File: config.mk
export PLATFORM = sky130hd
export DESIGN_NAME = btb_update_ctrl
export DESIGN_NICKNAME = d
export VERILOG_FILES = /design/src/rtl/btb_update_ctrl.sv
export SDC_FILE = /design/constraint.sdc
export NUM_CORES = 1
export LEC_CHECK = 0
export BUFFER_PORTS_ARGS = -buffer_cell sky130_fd_sc_hd__buf_2
export CORE_MARGIN = 2
export CORE_UTILIZATION = 48
export CTS_BUF_LIST = sky130_fd_sc_hd__clkbuf_4
export DETAILED_ROUTE_END_ITERATION = 7
export PLACE_DENSITY = 0.7
export SLEW_MARGIN = 20
export SYNTH_ARGS = -nofsm -noshare
export SYNTH_HDL_FRONTEND = slang
export SYNTH_SLANG_ARGS = --single-unit
export TNS_END_PERCENT = 30
File: constraint.sdc
create_clock -name CLK -period 5.2 [get_ports CLK]
set_input_delay 1.04 -clock CLK [delete_from_list [all_inputs] [get_ports CLK]]
set_output_delay 1.04 -clock CLK [all_outputs]
set_load 0.005 [all_outputs]
File: src/rtl/btb_update_ctrl.sv
// btb_update_ctrl: queues BTB updates, retires one per cycle with 2-bit counter rules, and runs the invalidate walk
module btb_update_ctrl #(
  parameter int ENTRIES = 4,
  parameter int QDEPTH = 4,
  localparam int IDXW = $clog2(ENTRIES)
) (
  input  logic            CLK,
  input  logic            nRST,
  input  logic            flush,
  input  logic            br_valid,
  input  logic [31:0]     br_npc,
  input  logic [31:0]     br_target,
  input  logic            br_taken,
  output logic            br_ready,
  input  logic            jmp_valid,
  input  logic [31:0]     jmp_npc,
  input  logic [31:0]     jmp_target,
  output logic            jmp_ready,
  output logic [IDXW-1:0] tbl_ridx,
  input  logic            tbl_rvalid,
  input  logic [31:0]     tbl_rnpc,
  input  logic [1:0]      tbl_rctr,
  output logic            tbl_wen,
  output logic [IDXW-1:0] tbl_widx,
  output logic            tbl_wvalid,
  output logic [31:0]     tbl_wnpc,
  output logic [31:0]     tbl_wtarget,
  output logic [1:0]      tbl_wctr,
  output logic            busy
);
  localparam int PW = (QDEPTH > 1) ? $clog2(QDEPTH) : 1;
  localparam int CW = $clog2(QDEPTH + 1);
  typedef enum logic {CLEAR, RUN} state_t;
  state_t state, state_n;
  logic [IDXW-1:0] walk_idx, walk_n;
  logic [PW-1:0] head, tail, tail_n;
  logic [CW-1:0] count;
  logic q_kind [QDEPTH];
  logic q_taken [QDEPTH];
  logic [31:0] q_npc [QDEPTH];
  logic [31:0] q_target [QDEPTH];
  logic clr, br_acc, jmp_acc, deq, hit;
  logic [PW-1:0] jmp_slot;
  logic [1:0] ctr;
  function automatic logic [PW-1:0] inc(input logic [PW-1:0] p);
    return (p == PW'(QDEPTH - 1)) ? '0 : p + 1'b1;
  endfunction
  always_ff @(posedge CLK or negedge nRST) begin
    if (!nRST) begin
      state <= CLEAR;
      walk_idx <= '0;
    end else begin
      state <= state_n;
      walk_idx <= walk_n;
    end
  end
  always_comb begin
    state_n = flush ? CLEAR : (clr && walk_idx == IDXW'(ENTRIES - 1)) ? RUN : state;
    walk_n = flush ? '0 : clr ? walk_idx + 1'b1 : walk_idx;
  end
  // Readies and the drain all fall silent in a flush cycle
  always_comb begin
    clr = (state == CLEAR);
    br_ready = !clr && !flush && (count < CW'(QDEPTH));
    jmp_ready = !clr && !flush && (({1'b0, count} + (CW+1)'(br_valid)) < (CW+1)'(QDEPTH));
    br_acc = br_valid && br_ready;
    jmp_acc = jmp_valid && jmp_ready;
    deq = !clr && !flush && (count != '0);
    jmp_slot = br_acc ? inc(tail) : tail;
    tail_n = jmp_acc ? inc(jmp_slot) : jmp_slot;
  end
  always_comb begin
    hit = tbl_rvalid && (tbl_rnpc == q_npc[head]);
    ctr = q_kind[head] ? 2'b11 :
          !hit ? {2{q_taken[head]}} :
          q_taken[head] ? ((tbl_rctr == 2'b11) ? 2'b11 : tbl_rctr + 2'd1) :
          ((tbl_rctr == 2'b00) ? 2'b00 : tbl_rctr - 2'd1);
    tbl_ridx = q_npc[head][IDXW+1:2];
    tbl_wen = clr || deq;
    tbl_widx = clr ? walk_idx : tbl_ridx;
    tbl_wvalid = deq;
    tbl_wnpc = deq ? q_npc[head] : '0;
    tbl_wtarget = deq ? q_target[head] : '0;
    tbl_wctr = deq ? ctr : '0;
    busy = clr;
  end
  always_ff @(posedge CLK or negedge nRST) begin
    if (!nRST) begin
      head <= '0;
      tail <= '0;
      count <= '0;
    end else if (flush) begin
      head <= '0;
      tail <= '0;
      count <= '0;
    end else begin
      head <= deq ? inc(head) : head;
      tail <= tail_n;
      count <= count + CW'(br_acc) + CW'(jmp_acc) - CW'(deq);
    end
  end
  always_ff @(posedge CLK) begin
    if (br_acc) begin
      q_kind[tail] <= 1'b0;
      q_taken[tail] <= br_taken;
      q_npc[tail] <= br_npc;
      q_target[tail] <= br_target;
    end
    if (jmp_acc) begin
      q_kind[jmp_slot] <= 1'b1;
      q_taken[jmp_slot] <= 1'b1;
      q_npc[jmp_slot] <= jmp_npc;
      q_target[jmp_slot] <= jmp_target;
    end
  end
endmodule

; ---- Yosys cells after proc, flatten, opt, wreduce, memory -nomap -nowiden
; Memories as Yosys holds them, arrays and structs flattened.
; Cells that the tools add are included.
[word_totals]
reg_bits = 10
latchBits = 0
mem_bits_rw = 264
mem_bits_ro = 0
in_bits = 169
output_inout_bits = 75
mem_count = 4
[op_classes]
n_addsub = 10
mul = 0
div_mod_pow = 0
n_lt_le_gt_ge = 2
eq_ne = 7
n_shift = 0
mux = 26
bitwise_logic = 1
reduce_logical = 14
[mem_list]
columns = memory, words, width, read_ports, rd_ports_with_merged_regs, wr, line
row1 = q_npc, 4, 32, 1, 0, 2, 40  ; logic [31:0] q_npc [QDEPTH];
row2 = q_target, 4, 32, 1, 0, 2, 41  ; logic [31:0] q_target [QDEPTH];
row3 = q_kind, 4, 1, 1, 0, 2, 38  ; logic q_kind [QDEPTH];
row4 = q_taken, 4, 1, 1, 0, 2, 39  ; logic q_taken [QDEPTH];
[op_table]
columns = op, count
row1 = $mux 32, 2
row2 = $mux 2, 17
row3 = $eq 32x32->1, 1
row4 = $add 2x1->2 const B, 5
row5 = $eq 2x2->1 const B, 5
row6 = $logic_and 1x1->1, 8
row7 = $add 3x1->3, 2
row8 = $mux 1, 6
row9 = $add 3x1->4, 1
row10 = $lt 4x3->1 const B, 1
row11 = $reduce_bool 2->1, 2
row12 = $lt 3x3->1 const B, 1
row13 = $mux 3, 1
row14 = $reduce_bool 3->1, 1
row15 = $sub 3x1->3, 1
row16 = $logic_not 2->1, 1
row17 = $ne 2x2->1 const B, 1
row18 = $sub 2x1->2 const B, 1
row19 = $logic_not 1->1, 1
row20 = $logic_or 1x1->1, 1
row21 = $not 1->1, 1

; ---- Depth between registers and ports, before layout
; Gate-level depths: netlist of the first run.
[depth]
ltp_word = 9
ltp_mapped = 13

; ---- Worst setup path before layout of the first run
; OpenSTA, ideal clock, no wires.
[synth_path]
path_type = in2reg
start = input flush
end = memory q_npc[0][0] (enable)
setup_ns = 0.690
arrival_ns = 4.407
t_required_ns = 4.510
path_slack_ns = 0.103
stages = 12
cell_sequence = clkbuf_1 > nand2b_1 > nor2_1 > and2_1 > clkbuf_1 > o21ai_0 > inv_1 > ha_1 > nand2_1 > clkbuf_1 > clkbuf_1 > nand2_1
[synth_lines]
columns = item, line
row1 = "start, declared", 9  ; input logic flush,
row2 = "end, declared", 40

; ---- Final worst setup path of the first run
[layout_path]
start = register head[1]
end = output tbl_wctr[1]
[layout_between]
elab_chain_len = 6
[layout_rtl]
columns = item, line
row1 = "start, declared", 36  ; logic [PW-1:0] head, tail, tail_n;
row2 = "start signal, assigned", 97  ; head <= deq ? inc(head) : head;
row3 = $mem_v2 4x32, -
row4 = $eq 32x32->1, 73  ; hit = tbl_rvalid && (tbl_rnpc == q_npc[head]);
row5 = $logic_and 1x1->1, 73
row6 = $mux 2, 75  ; !hit ? {2{q_taken[head]}} :
row7 = $mux 2 *, 74  ; ctr = q_kind[head] ? 2'b11 :
row8 = $mux 2 *, 84  ; tbl_wctr = deq ? ctr : '0;
row9 = "end, declared", 28  ; output logic [1:0] tbl_wctr,
; Every way passes the cells marked *; elsewhere a longest branch is shown, timed or not.

==> flow_summary_export.csv, run 1 <==
group,metric,value,unit
run_status,status,"completed",
final_layout,finalNonFillerCells,1671,
worst_setup_path,path_cells,"buf_4 -> mux4_2 -> xnor2_1 -> o2111ai_1 -> or4_1 -> a2111oi_0 -> o31ai_1 -> and2_1 -> buf_2",
yosys,synthArstFlopShare,3.650,%
yosys,yosysSeqAreaShare,55.99,%
power_and_ir_drop,leakage,0.006587,uW
yosys,synth_edf_count,256,
final_layout,final.fill_count,2445,
clock_network,clk_pin_slew,0.07,ns
floorplanning,core_area,29640,um^2
drt,ant_nets,0,
sta,rsz0062_at_grt,"false",
global_route,gr-total-overflow,0,
clock_network,cts_buffers,77,
flow_run,maxCapViolCount,0,
drt,vias,9335,
yosys,synth.most_common_cell,"mux2_2",
yosys,synth_ff_type,"edfxtp_1",
yosys,yosysWarnings,0,
yosys,ys_ff_latch,274,
placed_design,numPortBuffers,243,
floorplanning,num_rows,63,
power_and_ir_drop,total_power,4894,uW
floorplanning,die_w,177.6,um
drt,drtIter0Drc,508,
final_layout,fin_util,58.35,%
yosys,synth_top_area_share,53.15,%
clock_network,cts_resized,0,
sta,slew_headroom,31.72,%
power_and_ir_drop,peakVddDrop,0.0001494,V
worst_setup_path,cp_max_fo,21,
drt,drc,0,
worst_setup_path,cp.arrival,3.81,ns
clock_network,cts_sinks,274,
final_layout,final-seq-area,8105,um^2
yosys,synth_cell_types,48,
floorplanning,dieArea,31540,um^2
final_layout,drive_gt1_share,57.11,%
yosys,netlist_area,14460,um^2
clock_network,htreeDepth,3,
yosys,yosys.area.top_type,"edfxtp_1",
floorplanning,initial_core_util,48.80,%
clock_network,cts_tree,"done",
worst_setup_path,endpoint_kind,"output port",
yosys,syn_avg_cell_area,15.59,um^2
worst_setup_path,startpoint_type,"flip-flop",
global_route,grt.total_usage,23.59,%
final_layout,finalNetCount,1398,
clock_network,clockBufferDepth,3,
sta,fin_skew,0.04989,ns
sta,setup_tns,0,ns
drt,first_pass_iters,5,
yosys,synth_top_cells_by_count,"263 x mux2_2, 256 x edfxtp_1, 63 x and2_1",
placed_design,placed_cells_incl_taps,1524,
worst_setup_path,path_delay_family,"simple AND/OR/NAND/NOR gates",
sta,period_share,93.26,%
power_and_ir_drop,power_density,283.0,nW/um^2
global_route,grt_pass1_wl,55750,um
yosys,synth_cells,928,
clock_network,cts_root_buffer,"clkbuf_4",
drt,wirelength,36610,um
sta,timing.fmax,206.2,MHz
worst_setup_path,crit_buf_inv,2,
placed_design,dp_hpwl,22850,um
sta,worst_pin_slew,1.024,ns
final_layout,syn_to_final_growth,19.58,%
global_route,antenna_found_initial,14,
sta,finalSetupViolations,0,
global_route,grt_pass1_vias,9863,
global_route,grt_max_degree,67,
worst_setup_path,cpMaxStageDelayCell,"dfrtp_4",
yosys,synthTopCellsByArea,"edfxtp_1 53%, mux2_2 20%, mux4_2 9.0%",
clock_network,clkLatencyLatePin,0.69,ns
worst_setup_path,required,4.16,ns
placed_design,pre_cts_slack,0.7345,ns
sta,layout_min_cycle_time,4.850,ns
sta,fin_ws,0.3504,ns
drt,wl_per_cell,21.91,um
drt,viasPerCell,5.586,
floorplanning,die_y,177.6,um
worst_setup_path,worst-setup-path-type,"reg2out",
sta,hold_viol,0,
placed_design,place_congestion,0.9208,
yosys,syn-num-nets,1111,
worst_setup_path,critPathMaxStageDelay,0.66,ns
worst_hold_path,worst_hold_path_type,"in2async",
sta,drv_slew,0,
final_layout,multi_input_comb_area,6106,um^2
floorplanning,pin_count,244,
through the flow:
step / hold WS [ns] / cell area [um^2]
6_report: 0.2590 / 17300
5_1_grt: 0.2235 / 17290
4_1_cts: 0.2110 / 17230
3_5_place_dp: 0.4496 / 16220
3_3_place_gp: 0.4327 / 16220
2_1_floorplan: 0.4183 / 14460
placed cells by master, fill, tap and decap left out, types with 11 or more instances in the layout:
master      n
ha_1       12
xnor2_1    26
mux2_2    263
nand2_1    33
mux4_2     58
and2_1     63
buf_2     243
inv_1      16
edfxtp_1  256
nand3_1    11
mux2i_1    21
clkinv_1   11
nor2_1     12
clkbuf_4  122
buf_4      14
repair_timing:
item / in CTS / in global routing
hold buffers: 0 / 0
setup buffers: 0 / 2
endpoints found under the setup margin: 0 / 2
endpoints found under the hold margin: 0 / 0
cell families (layout without fill, tap and decap cells):
group	after synthesis	after routing	synth area share (%)
flip-flops	274	274	55.99
AO/OA/AOI/OAI	40	40	2.093
adder cells (fa/ha/maj)	14	14	1.315
AND/OR/NAND/NOR	154	154	5.675
multiplexers	342	342	30.96
XOR/XNOR	29	29	1.756
buffers and inverters	75	420	2.214
other	0	8	0
layer usage:
layer / up-vias / wire length (um) / global-route usage (%) / share of wire, %
li1: 4279 / - / - / -
met1: 4615 / 15270 / 30.20 / 42
met2: 352 / 17280 / 38.37 / 47
met3: 77 / 3130 / 6.919 / 8.5
met4: 12 / 858 / 8.197 / 2.3
met5: - / 75 / 0 / 0.20
final timing paths:
check	start	to	slack (ns)	cells past startpoint
worst min register to register	q_kind[3]	q_kind[3]	0.46	2
worst min-delay path	nRST	head[1]	0.26	1
worst max register to register	state	q_target[3][4]	1.91	11
max in group asynchronous	nRST	head[0]	4.69	1
worst max-delay path	head[1]	tbl_wctr[1]	0.35	9
min in group CLK	q_kind[3]	q_kind[3]	0.46	2
power breakdown:
| group | switching [uW] | leakage (uW) | internal, uW |
|---|---|---|---|
| registers | 20.0 | 0.00250 | 2460 |
| logic | 195 | 0.00348 | 212 |
| clock network | 904 | 0.000601 | 1110 |
registers in the layout, summed over array words and instances, names as in the netlist:
| signal | flops |
|---|---|
| state | 1 |
| walk_idx | 2 |
| q_taken | 4 |
| count | 3 |
| q_npc | 128 |
| q_kind | 4 |
| head | 2 |
| tail | 2 |
| q_target | 128 |
layout make-up:
cell class / instances / area share, %
multi-input combinational: 579 / 35.30
sequential: 274 / 46.86
timing repair buffer: 266 / 8.725
clock inverter: 15 / 0.5064
tap: 390 / 2.821
inverter: 17 / 0.3690
clock buffer: 122 / 5.296
antenna: 8 / 0.1157
Note: power is estimated with default switching activity, not from simulation.
==> inputs of run 2 (changes only) <==
--- a/config.mk
+++ b/config.mk
@@ -7,10 +7,10 @@
 export LEC_CHECK = 0
 export BUFFER_PORTS_ARGS = -buffer_cell sky130_fd_sc_hd__buf_2
 export CORE_MARGIN = 2
-export CORE_UTILIZATION = 48
+export CORE_UTILIZATION = 55
 export CTS_BUF_LIST = sky130_fd_sc_hd__clkbuf_4
 export DETAILED_ROUTE_END_ITERATION = 7
-export PLACE_DENSITY = 0.7
+export PLACE_DENSITY = 0.78
 export SLEW_MARGIN = 20
 export SYNTH_ARGS = -nofsm -noshare
 export SYNTH_HDL_FRONTEND = slang
==> constraint.sdc (replaced) <==
create_clock -name CLK -period 5.5 [get_ports CLK]
set_input_delay 1.1 -clock CLK [delete_from_list [all_inputs] [get_ports CLK]]
set_output_delay 1.1 -clock CLK [all_outputs]
set_load 0.005 [all_outputs]
==> run 2 against run 1 <==
  * Clock power down 7%
  * Power fell by 6.1%
  * Global-route usage increased by 2.4 points
  * Critical path type unchanged
  * Critical endpoint is now tbl_wctr[0]
  * Critical path depth is the same
  * Non-clock buffer count down 1
  * Routed wire length shrank 2.1%
  * Final area is 0.84% lower
  * Largest power group unchanged
==> flow_summary_export.csv, run 2 (synthesis results as in run 1) <==
group,metric,value,unit
global_route,grt-busiest-layer,"met2",
global_route,grt_pass1_wl,55210,um
global_route,antenna_found_initial,12,
sta,worst_pin_slew,0.9454,ns
clock_network,cts_root_buffer,"clkbuf_4",
worst_setup_path,cp.arrival,4.06,ns
floorplanning,core_area,25910,um^2
floorplanning,die_w,166.2,um
worst_setup_path,setup.worst_path.start,"head[0]",
floorplanning,num_rows,59,
global_route,grt_use_met3,6.792,%
worst_setup_path,cp_max_fo,22,
drt,wl_per_cell,22.30,um
final_layout,drive_gt1_share,56.89,%
sta,fin_skew,0.02980,ns
sta,rsz0062_at_grt,"false",
final_layout,reg_top3,"q_npc (128), q_target (128)",
drt,viasPerCell,5.917,
clock_network,clockBufferDepth,3,
global_route,grtUsageMet1,33.02,%
power_and_ir_drop,power_density,268.0,nW/um^2
sta,hold_viol,0,
final_layout,final_common_cell,"mux2_2",
sta,drv_slew,0,
global_route,gr-total-overflow,0,
placed_design,dp_hpwl,22610,um
global_route,grt_max_degree,59,
worst_setup_path,startpoint_type,"flip-flop",
clock_network,clkLatencyLatePin,0.67,ns
power_and_ir_drop,leakage,0.006550,uW
final_layout,most-common-layout-cells,"263 x mux2_2, 256 x edfxtp_1, 243 x buf_2, 108 x clkbuf_4, 63 x and2_1",
clock_network,cts_tree,"done",
floorplanning,pin_count,244,
final_layout,syn_to_final_growth,18.57,%
clock_network,cts_sinks,274,
drt,drtIter0Drc,751,
floorplanning,dieArea,27610,um^2
clock_network,clk_pin_slew,0.06,ns
worst_hold_path,worst_hold_path_type,"in2async",
power_and_ir_drop,peakVddDrop,0.0001763,V
sta,finalSetupViolations,0,
sta,slew_headroom,36.97,%
global_route,grt_pass1_vias,9978,
placed_design,place_congestion,0.8479,
final_layout,finalNetCount,1394,
worst_setup_path,required,4.40,ns
floorplanning,initial_core_util,55.82,%
worst_setup_path,endpoint_kind,"output port",
sta,period_share,93.91,%
drt,vias,9509,
flow_run,maxCapViolCount,0,
global_route,grt.total_usage,26.01,%
worst_setup_path,worst-setup-path-type,"reg2out",
final_layout,final_cell_area,17150,um^2
sta,timing.fmax,193.6,MHz
drt,ant_nets,0,
drt,first_pass_iters,5,
sta,layout_min_cycle_time,5.165,ns
sta,setup_tns,0,ns
floorplanning,die_y,166.2,um
global_route,grt_util_met2,42.47,%
placed_design,post_dp_cell_area,16130,um^2
clock_network,cts_buffers,74,
drt,wirelength,35840,um
run_status,status,"completed",
worst_setup_path,timing.rr.start,"state",
drt,drc,0,
placed_design,numPortBuffers,243,
clock_network,htreeDepth,3,
clock_network,hold_buffers,0,
-- run 2: path summary, 6_finish.rpt --
kind	to	slack [ns]	depth (start not counted)
max in group asynchronous	head[1]	4.99	1
min in group CLK	q_kind[1]	0.45	2
min	count[2]	0.28	1
min reg2reg	q_kind[1]	0.45	2
max reg2reg	q_npc[0][25]	1.89	10
max	tbl_wctr[0]	0.34	9
-- run 2: metrics by stage --
step           total power, uW  worst slack [ns]  utilization (%)  instances  hold WS [ns]
6_report                  4596            0.3352            66.19       1607        0.2804
5_1_grt                   4776           0.03718            66.14       1602        0.2644
4_1_cts                   4634            0.1641            65.99       1596        0.2484
3_5_place_dp              2765            0.8888            62.25       1469        0.4388
3_3_place_gp              2751            0.8940            62.25       1469        0.4308
2_1_floorplan             2597            0.3427                -        928        0.4183
-- run 2: timing repair --
| action | in CTS | in global routing |
|---|---|---|
| buffers inserted | 0 | 1 |
| resized for setup | 0 | 0 |
| endpoints found under the setup margin | 0 | 2 |
-- run 2: cell type report --
cell class	instances	area [um^2]
fill	1835	8761
sequential	274	8105
multi-input combinational	579	6106
timing repair buffer	265	1464
clock buffer	108	810.8
tap	335	419.2
clock inverter	19	156.4
inverter	17	63.81
antenna	10	25.02
-- run 2: per-layer routing --
| metal | part of all wire, % | vias to the layer above | routed length, um |
|---|---|---|---|
| met2 | 49 | 414 | 17400 |
| met5 | 0.084 | - | 30 |
| met4 | 3.2 | 4 | 1129 |
| li1 | - | 4252 | - |
| met1 | 41 | 4746 | 14640 |
| met3 | 7.4 | 93 | 2635 |
-- run 2: critical path, stage by stage (launching register included) --
cell and delay [ns]:
dfrtp_4 0.78, buf_4 0.33, mux4_2 0.60, xnor2_1 0.16, o2111ai_1 0.14, or4_1 0.54, a2111oi_0 0.39, o31ai_1 0.15
and2_1 0.17, buf_2 0.12
-- run 2: power breakdown --
| part | leakage [uW] | switching (uW) | total, uW | internal, uW |
|---|---|---|---|---|
| combinational | 0.00347 | 188 | 388 | 200 |
| clock | 0.000581 | 828 | 1870 | 1040 |
| sequential | 0.00250 | 19.6 | 2340 | 2320 |
| total | 0.00655 | 1040 | 4600 | 3560 |
==> inputs of run 3 (changes only) <==
--- a/config.mk
+++ b/config.mk
@@ -6,9 +6,10 @@
 export NUM_CORES = 1
 export LEC_CHECK = 0
 export BUFFER_PORTS_ARGS = -buffer_cell sky130_fd_sc_hd__buf_2
+export CAP_MARGIN = 15
 export CORE_MARGIN = 2
 export CORE_UTILIZATION = 55
-export CTS_BUF_LIST = sky130_fd_sc_hd__clkbuf_4
+export CTS_BUF_LIST = sky130_fd_sc_hd__clkbuf_16
 export DETAILED_ROUTE_END_ITERATION = 7
 export PLACE_DENSITY = 0.78
 export SLEW_MARGIN = 20
==> run 3 against run 2 <==
  * Largest cell class unchanged
  * Die area did not move
  * First-iteration DRC count fell by 8.9%
  * Final cell count fell by 4.5%
  * Combinational power hardly changed
  * Via count is 4.1% lower
  * Worst hold slack better by 0.12 ns
  * Clock-buffer cell count is 77 lower
==> flow_summary_export.csv, run 3 (synthesis results as in run 1) <==
group,metric,value,unit
clock_network,clockBufferDepth,3,
floorplanning,num_rows,59,
global_route,grt_max_degree,59,
sta,fin_ws,0.3169,ns
clock_network,cts_root_buffer,"clkbuf_16",
sta,worst_pin_slew,0.9380,ns
power_and_ir_drop,leakage,0.006435,uW
clock_network,clk_pin_slew,0.06,ns
placed_design,pre_cts_slack,0.8888,ns
drt,vias,9118,
placed_design,dp_hpwl,22610,um
clock_network,clkLatencyLatePin,0.55,ns
global_route,grtUsageMet1,33.36,%
sta,rsz0062_at_grt,"false",
sta,fin_skew,0.01474,ns
floorplanning,die_w,166.2,um
placed_design,place_congestion,0.8479,
worst_setup_path,r2r_setup_slack,1.93,ns
sta,layout_min_cycle_time,5.183,ns
placed_design,numPortBuffers,243,
clock_network,hold_buffers,0,
global_route,grt_use_met3,5.338,%
final_layout,final-seq-area,8105,um^2
sta,timing.fmax,192.9,MHz
drt,drc,0,
final_layout,syn_to_final_growth,17.97,%
clock_network,cts_resized,0,
final_layout,most-common-layout-cells,"263 x mux2_2, 256 x edfxtp_1, 243 x buf_2, 63 x and2_1, 58 x mux4_2",
worst_setup_path,worst-setup-path-type,"reg2out",
final_layout,reg_top3,"q_npc (128), q_target (128)",
global_route,grt-busiest-layer,"met2",
drt,drtIter0Drc,684,
final_layout,finalNetCount,1349,
final_layout,multi_input_comb_area,6106,um^2
sta,slew_headroom,37.47,%
drt,viasPerCell,5.944,
floorplanning,initial_core_util,55.82,%
sta,drv_slew,0,
drt,wl_per_cell,22.94,um
clock_network,cts_setup_buffers,0,
final_layout,final.fill_count,1831,
power_and_ir_drop,power_density,268.7,nW/um^2
global_route,grt_pass1_vias,9576,
power_and_ir_drop,peakVddDrop,0.0002250,V
final_layout,final_common_cell,"mux2_2",
sta,finalSetupViolations,0,
floorplanning,pin_count,244,
worst_setup_path,cp.arrival,4.08,ns
global_route,gr-total-overflow,0,
floorplanning,die_y,166.2,um
worst_hold_path,worst_hold_path_type,"in2async",
clock_network,cts_buffers,30,
worst_setup_path,required,4.40,ns
sta,setup_tns,0,ns
power_and_ir_drop,total_power,4585,uW
drt,ant_nets,0,
floorplanning,dieArea,27610,um^2
clock_network,htreeDepth,1,
worst_setup_path,endpoint_kind,"output port",
global_route,grt_pass1_wl,54340,um
final_layout,drive_gt1_share,53.53,%
flow_run,maxCapViolCount,0,
floorplanning,core_area,25910,um^2
global_route,grt_util_met2,42.34,%
clock_network,cts_tree,"done",
global_route,antenna_found_initial,11,
drt,first_pass_iters,6,
sta,period_share,94.24,%
sta,hold_viol,0,
worst_setup_path,cp_max_fo,41,
drt,wirelength,35200,um
global_route,grt.total_usage,25.27,%
run_status,status,"completed",
worst_setup_path,startpoint_type,"flip-flop",
clock_network,cts_sinks,274,
run 3: cell types whose count changed in the layout (fill, tap and decap cells not counted), sizes merged:
| cell | before | now |
|---|---|---|
| clkbuf | 108 | 31 |
| buf | 265 | 264 |
| bufinv | 3 | 1 |
| clkinvlp | 0 | 1 |
| inv | 19 | 26 |
| diode | 10 | 9 |
run 3: cell type report:
type                            instances  area share [%]
Multi-Input combinational cell        579           35.79
Clock buffer                           31           4.546
Clock inverter                         25          0.7846
Sequential cell                       274           47.50
Tap cell                              335           2.457
Timing Repair Buffer                  264           8.418
Antenna cell                            9          0.1320
Inverter                               17          0.3740
run 3: worst paths after layout:
kind,startpoint,to,depth (start not counted)
max in group asynchronous,nRST,head[1],1
max,head[0],tbl_wctr[0],9
max reg2reg,state,q_target[0][31],10
min in group CLK,q_kind[1],q_kind[1],2
min,nRST,head[0],1
min reg2reg,q_kind[1],q_kind[1],2
run 3: per-layer routing:
layer,share of wire [%],wire (um)
met1,41,14450
met2,49,17230
met3,7.5,2631
met4,2.4,850
met5,0.085,30
run 3: per-stage QoR:
stage | cells | instance area, um^2 | utilization, % | hold WS (ns)
3_3_place_gp | 1469 | 16130 | 62.25 | 0.4308
4_1_cts | 1525 | 17040 | 65.76 | 0.3916
6_report | 1534 | 17060 | 65.85 | 0.3998
2_1_floorplan | 928 | 14460 | - | 0.4183
5_1_grt | 1529 | 17050 | 65.80 | 0.4071
3_5_place_dp | 1469 | 16130 | 62.25 | 0.4388
run 3: power breakdown:
part / total [uW] / internal (uW) / switching, uW / leakage, uW
clock network: 1860 / 1060 / 801 / 0.000478
logic: 387 / 200 / 187 / 0.00346
registers: 2340 / 2320 / 19.3 / 0.00250
run 3: critical path, cell delays in order (launching register included):
cell and delay (ns):
dfrtp_4 0.89, buf_4 0.35, mux4_2 0.60, xnor2_1 0.16, o2111ai_1 0.14, or4_1 0.55, a2111oi_0 0.39, o31ai_1 0.14
and2_1 0.17, buf_2 0.12
